===== src/rtl/fifo_rd_pkg.sv =====
// Shared types and defaults for the FIFO read-side streaming stage.
// Used by fifo_rd_stream and fifo_rd_skid.
package fifo_rd_pkg;

  typedef enum logic [1:0] {
    IDLE  = 2'd0,
    RUN   = 2'd1,
    DRAIN = 2'd2
  } state_t;

  localparam int FIFO_WIDTH_DEF = 16;
  localparam int SKID_DEPTH_DEF = 3;
  localparam int PKT_LEN_DEF    = 4;
  localparam int STATS_W        = 32;

endpackage


===== src/rtl/fifo_rd_skid.sv =====
// In-order skid buffer that absorbs words landing from the FIFO's registered read port.
// Storage is not reset; only the pointers and occupancy count are.
module fifo_rd_skid
  import fifo_rd_pkg::*;
#(
  parameter int FIFO_WIDTH = FIFO_WIDTH_DEF,
  parameter int SKID_DEPTH = SKID_DEPTH_DEF,
  localparam int CW = $clog2(SKID_DEPTH + 1)
) (
  input  logic                  clk,
  input  logic                  rst_n,
  input  logic                  push,
  input  logic [FIFO_WIDTH-1:0] push_data,
  input  logic                  pop,
  output logic [FIFO_WIDTH-1:0] head_data,
  output logic [CW-1:0]         count
);

  localparam int AW = $clog2(SKID_DEPTH);
  localparam logic [AW-1:0] LAST_IDX = AW'(SKID_DEPTH - 1);

  logic [FIFO_WIDTH-1:0] mem [SKID_DEPTH];
  logic [AW-1:0]         wr_ptr;
  logic [AW-1:0]         rd_ptr;

  // Depth need not be a power of two, so pointers wrap explicitly.
  function automatic logic [AW-1:0] nxt_ptr(input logic [AW-1:0] p);
    return (p == LAST_IDX) ? '0 : p + AW'(1);
  endfunction

  always_ff @(posedge clk or negedge rst_n) begin
    if (!rst_n) begin
      wr_ptr <= '0;
      rd_ptr <= '0;
      count  <= '0;
    end else begin
      if (push) wr_ptr <= nxt_ptr(wr_ptr);
      if (pop)  rd_ptr <= nxt_ptr(rd_ptr);
      case ({push, pop})
        2'b10:   count <= count + CW'(1);
        2'b01:   count <= count - CW'(1);
        default: count <= count;
      endcase
    end
  end

  always_ff @(posedge clk) begin
    if (push) mem[wr_ptr] <= push_data;
  end

  assign head_data = mem[rd_ptr];

endmodule


===== src/rtl/fifo_rd_stream.sv =====
// Drains the synchronous FIFO into a valid/ready stream with packet framing (m_last).
// Optional FIFO_RD_STREAM_STATS_EN adds word_cnt / stall_cnt outputs.
module fifo_rd_stream
  import fifo_rd_pkg::*;
#(
  parameter int FIFO_WIDTH = FIFO_WIDTH_DEF,
  parameter int SKID_DEPTH = SKID_DEPTH_DEF,
  parameter int PKT_LEN    = PKT_LEN_DEF
) (
  input  logic                  clk,
  input  logic                  rst_n,
  input  logic                  en,
  input  logic [FIFO_WIDTH-1:0] fifo_data_out,
  input  logic                  fifo_empty,
  input  logic                  fifo_underflow,
  output logic                  fifo_rd_en,
  output logic [FIFO_WIDTH-1:0] m_data,
  output logic                  m_valid,
  input  logic                  m_ready,
  output logic                  m_last,
  output logic                  busy,
  output logic                  err
`ifdef FIFO_RD_STREAM_STATS_EN
  ,
  output logic [STATS_W-1:0]    word_cnt,
  output logic [STATS_W-1:0]    stall_cnt
`endif
);

  localparam int CW = $clog2(SKID_DEPTH + 1);
  localparam int PW = (PKT_LEN > 1) ? $clog2(PKT_LEN) : 1;
  localparam logic [CW:0]   DEPTH_V = (CW + 1)'(SKID_DEPTH);
  localparam logic [PW-1:0] PKT_MAX = PW'(PKT_LEN - 1);

  state_t                state;
  state_t                state_nxt;
  logic                  inflight;
  logic [CW-1:0]         count;
  logic [CW:0]           occ;
  logic [PW-1:0]         pkt_cnt;
  logic                  push;
  logic                  pop;
  logic [FIFO_WIDTH-1:0] head_data;

  // Reads are gated on committed occupancy only, so m_ready never reaches fifo_rd_en.
  assign occ        = {1'b0, count} + {{CW{1'b0}}, inflight};
  assign fifo_rd_en = (state == RUN) && !fifo_empty && (occ < DEPTH_V);

  assign push    = inflight && !fifo_underflow;
  assign m_valid = (count != '0);
  assign pop     = m_valid && m_ready;
  // Buffer storage is never reset; an empty buffer presents zeros instead.
  assign m_data  = m_valid ? head_data : '0;
  assign m_last  = m_valid && (pkt_cnt == PKT_MAX);
  assign busy    = inflight || m_valid;

  fifo_rd_skid #(
    .FIFO_WIDTH (FIFO_WIDTH),
    .SKID_DEPTH (SKID_DEPTH)
  ) u_skid (
    .clk       (clk),
    .rst_n     (rst_n),
    .push      (push),
    .push_data (fifo_data_out),
    .pop       (pop),
    .head_data (head_data),
    .count     (count)
  );

  always_ff @(posedge clk or negedge rst_n) begin
    if (!rst_n) begin
      state    <= IDLE;
      inflight <= 1'b0;
      err      <= 1'b0;
      pkt_cnt  <= '0;
    end else begin
      state    <= state_nxt;
      inflight <= fifo_rd_en;
      if (inflight && fifo_underflow) err <= 1'b1;
      if (pop) pkt_cnt <= (pkt_cnt == PKT_MAX) ? '0 : pkt_cnt + PW'(1);
    end
  end

  always_comb begin
    state_nxt = state;
    case (state)
      IDLE:    if (en) state_nxt = RUN;
      RUN:     if (!en) state_nxt = busy ? DRAIN : IDLE;
      DRAIN: begin
        if (en)         state_nxt = RUN;
        else if (!busy) state_nxt = IDLE;
      end
      default: state_nxt = IDLE;
    endcase
  end

`ifdef FIFO_RD_STREAM_STATS_EN
  always_ff @(posedge clk or negedge rst_n) begin
    if (!rst_n) begin
      word_cnt  <= '0;
      stall_cnt <= '0;
    end else begin
      if (pop) word_cnt <= word_cnt + STATS_W'(1);
      if (m_valid && !m_ready) stall_cnt <= stall_cnt + STATS_W'(1);
    end
  end
`endif

endmodule

===== config.mk =====
export PLATFORM = sky130hd
export DESIGN_NAME = fifo_rd_stream
export DESIGN_NICKNAME = d
export VERILOG_FILES = /design/src/rtl/fifo_rd_pkg.sv /design/src/rtl/fifo_rd_skid.sv /design/src/rtl/fifo_rd_stream.sv
export SDC_FILE = /design/constraint.sdc
export NUM_CORES = 1
export LEC_CHECK = 0
export ABC_CLOCK_PERIOD_IN_PS = 5700
export CAP_MARGIN = 40
export CORE_ASPECT_RATIO = 1.2
export CORE_UTILIZATION = 55
export CTS_BUF_LIST = sky130_fd_sc_hd__clkbuf_8
export CTS_CLUSTER_SIZE = 20
export DETAILED_ROUTE_END_ITERATION = 10
export GPL_TIMING_DRIVEN = 0
export PLACE_DENSITY_LB_ADDON = 0.12
export SYNTH_ARGS = -nofsm -noshare
export SYNTH_HDL_FRONTEND = slang
export SYNTH_SLANG_ARGS = --single-unit

===== constraint.sdc =====
create_clock -name clk -period 5.7 [get_ports clk]
set_input_delay 1.14 -clock clk [delete_from_list [all_inputs] [get_ports clk]]
set_output_delay 1.14 -clock clk [all_outputs]
set_load 0.05 [all_outputs]

==> qor.csv <==
stage,metric,value,unit
status,outcome,completed,
layout,multi_input_area,689,um2
timing,final-max-slew-violation-count,0,
setup_path,cp.required,4.56,ns
clock_network,clk_path_buf_depth,2,
setup_path,worstSetupPathType,input port to primary output,
synth,yosysSeqAreaShare,70.4,%
setup_path,r2r_slack,3.79,ns
worst_hold_path,holdPathStages,1,
clock_network,cts-root-buf,clkbuf_8,
route,dr.pass1.iters,4,
timing,worst_slew_pin_slew,0.854,ns
route,detail_route.wl_per_cell,16.3,um
timing,slew_headroom,42.8,%
clock_network,clk_latency,0.32,ns
setup_path,crit_path_end_kind,primary output,
synth,synthesis.nets,174,
synth,synth_top_area_share,58.2,%
route,drt-initial-drc-count,30,
global_route,overflow,0,
clock_network,ctsHoldBuffers,0,
place,hpwlAfterDp,2910,um
layout,drive_above_1_share,22.0,%
route,routed_via_density,5.26,
route,post-route-drc-count,0,
layout,syn_to_final_growth,29.8,%
global_route,antenna_found_initial,0,
clock_network,htree_levels,3,
synth,synth_cell_types,28,
global_route,grt_pass1_vias,1448,
synth,synthTopCellsByCount,"48 x edfxtp_1, 18 x nor2_1, 16 x mux2i_1, 12 x dfrtp_1, 10 x mux2_2",
setup_path,cp_num_buf_inv,2,
floorplan,die-height,75.5,um
synth,synth.largest_area_cell,edfxtp_1,
timing,min_period,4.20,ns
floorplan,io_pins,43,
clock_network,cts_sinks,60,
layout,utilization,74.8,%
clock_network,tritoncts,done,
setup_path,cpLargestDelayFamily,buffers and inverters,
synth,synth.most_common_cell,edfxtp_1,
setup_path,slowest_stage,clkdlybuf4s50_1,
setup_path,worstPathArrival,3.06,ns
clock_network,cts_setup_buffers,0,
timing,tns,0,ns
pwr,p_leak,1.22,nW
floorplan,row_count,26,
setup_path,reg2regPathDepth,3,
setup_path,crit_fanout,2,
worst_hold_path,hold_class,flop to flop,
setup_path,crit_top_cell,clkdlybuf4s50_1,
synth,yosys-top-cells-area,"edfxtp_1 58%, dfrtp_1 12%, mux2i_1 6.5%, mux2_2 4.6%, mux2_4 4.2%",
synth,syn_inst,148,
layout,seq_area,0.00174,mm2
route,vias,1395,
synth,ys.flop_type,edfxtp_1,
layout,fillers,314,
synth,netlist_area,0.00247,mm2
route,wl,4330,um
synth,synth_edf_count,48,
place,io_buffer_count,42,
synth,synth_seq_cells,60,
timing,rsz0062_at_grt,no,
global_route,grt_max_degree,13,
clock_network,clk_pin_slew_worst_paths,0.06,ns
timing,finalSetupViolCount,0,
timing,fin_skew,0.00789,ns
setup_path,cp.depth,4,
clock_network,post_cts_resize_count,0,
pwr,peakVddDrop,0.000388,V
place,place.gp.congestion,0.696,
clock_network,cts_buffers,9,
layout,final_net_count,230,
timing,fin_crit_sh,73.7,%
layout,n_antenna_cell,0,
global_route,gr-usage-all-layers,20.1,%
floorplan,core,0.00429,mm2
floorplan,die_area,0.00477,mm2
setup_path,worstPathCellList,"clkdlybuf4s50_1, or4b_1, a21oi_1, clkdlybuf4s50_1",
pwr,powerDensity,544,mW/mm2
timing,max_freq,0.238,GHz
global_route,grt_pass1_wl,6690,um
flow_run,drv_cap,0,
route,ant_nets,0,
setup_path,cpPeakStageDelay,0.84,ns
floorplan,start_util,57.6,%
synth,syn_avg_cell_area,16.7,um2
floorplan,fp.dieW,63.2,um
timing,hold_viol,0,
synth,synthArstFlopShare,20.0,%
setup_path,cp-start-kind,input port,
synth,yosys_warnings,0,
[through the flow]
step	hold WS (ns)	std cells	total power, W	area, um2	worst slack [ns]
final	0.481	265	0.00175	3210	1.50
after detailed placement	0.453	249	0.00139	3010	1.49
after CTS	0.477	265	0.00176	3210	1.48
after global routing	0.506	265	0.00182	3210	1.39
after global placement	0.449	246	0.00136	2970	1.34
after floorplan	0.464	148	0.00114	2470	2.12
[area by class of cell]
cell class                 instances  share of cell area [%]
multi-input combinational         81                    21.5
timing repair buffer              45                    14.0
clock buffer                      11                    4.71
buffer                             5                    1.60
sequential                        60                    54.2
tap                               56                    2.18
inverter                           2                   0.234
clock inverter                     5                    1.60
[cells by family (layout without fill, tap and decap cells)]
| logic type | after synthesis | in the layout | share of synthesized area (%) |
|---|---|---|---|
| flip-flops | 60 | 60 | 70.4 |
| multiplexers | 33 | 33 | 15.3 |
| AND/OR/NAND/NOR | 31 | 31 | 5.92 |
| AO/OA/AOI/OAI | 9 | 9 | 2.63 |
| buffers and inverters | 7 | 68 | 2.38 |
| XOR/XNOR | 4 | 4 | 1.42 |
| adder cells (fa/ha/maj) | 4 | 4 | 2.02 |
[power by group]
part           total, W  switching (W)  internal (W)
Combinational  0.000808       0.000490      0.000318
Clock          0.000372       0.000149      0.000222
Sequential     0.000568      0.0000403      0.000528
Total           0.00175       0.000680       0.00107
[sequential cells by signal, summed over array words and instances (netlist names)]
name           flops
state              2
pkt_cnt            2
u_skid.rd_ptr      2
inflight           1
u_skid.count       2
err                1
u_skid.mem        48
u_skid.wr_ptr      2
[path summary, 6_finish.rpt]
kind,from,endpoint
setup / recovery,fifo_empty,fifo_rd_en
hold / removal,err,err
setup reg to reg,inflight,u_skid.mem[1][4]
hold reg to reg,err,err
max in group asynchronous,rst_n,u_skid.count[1]
min in group asynchronous,rst_n,u_skid.rd_ptr[1]
[worst register-to-register path, delay by kind of cell, from the launching register on]
family	cells	cell delay, ns
and+or+nand+nor	2	0.98
DFF	1	0.38
buffers and inverters	1	0.26
[cells in the final DEF, fill, tap and decap left out, drive strengths merged]
cell,n
clkbuf,11
clkinv,2
inv,3
bufinv,1
mux2i,16
mux2,17
xor2,2
o21ai,2
and2,1
nand2b,2
or3,1
nand2,2
nor3b,2
edfxtp,48
clkdlybuf4s50,42
xnor2,2
a21boi,1
ha,4
or4b,1
nor3,3
a21o,5
clkinvlp,1
buf,8
a21oi,1
nor2,19
dfrtp,12
[metal layers]
metal / routed length (um) / share of wire [%] / global-route usage, % / vias to the layer above
met5: 0 / 0 / 0 / -
met4: 67 / 1.5 / 12.6 / 0
met3: 180 / 4.2 / 5.69 / 7
met2: 2490 / 58 / 37.2 / 38
met1: 1590 / 37 / 20.3 / 686
li1: - / - / - / 664
Note: power is estimated with default switching activity, not from simulation.
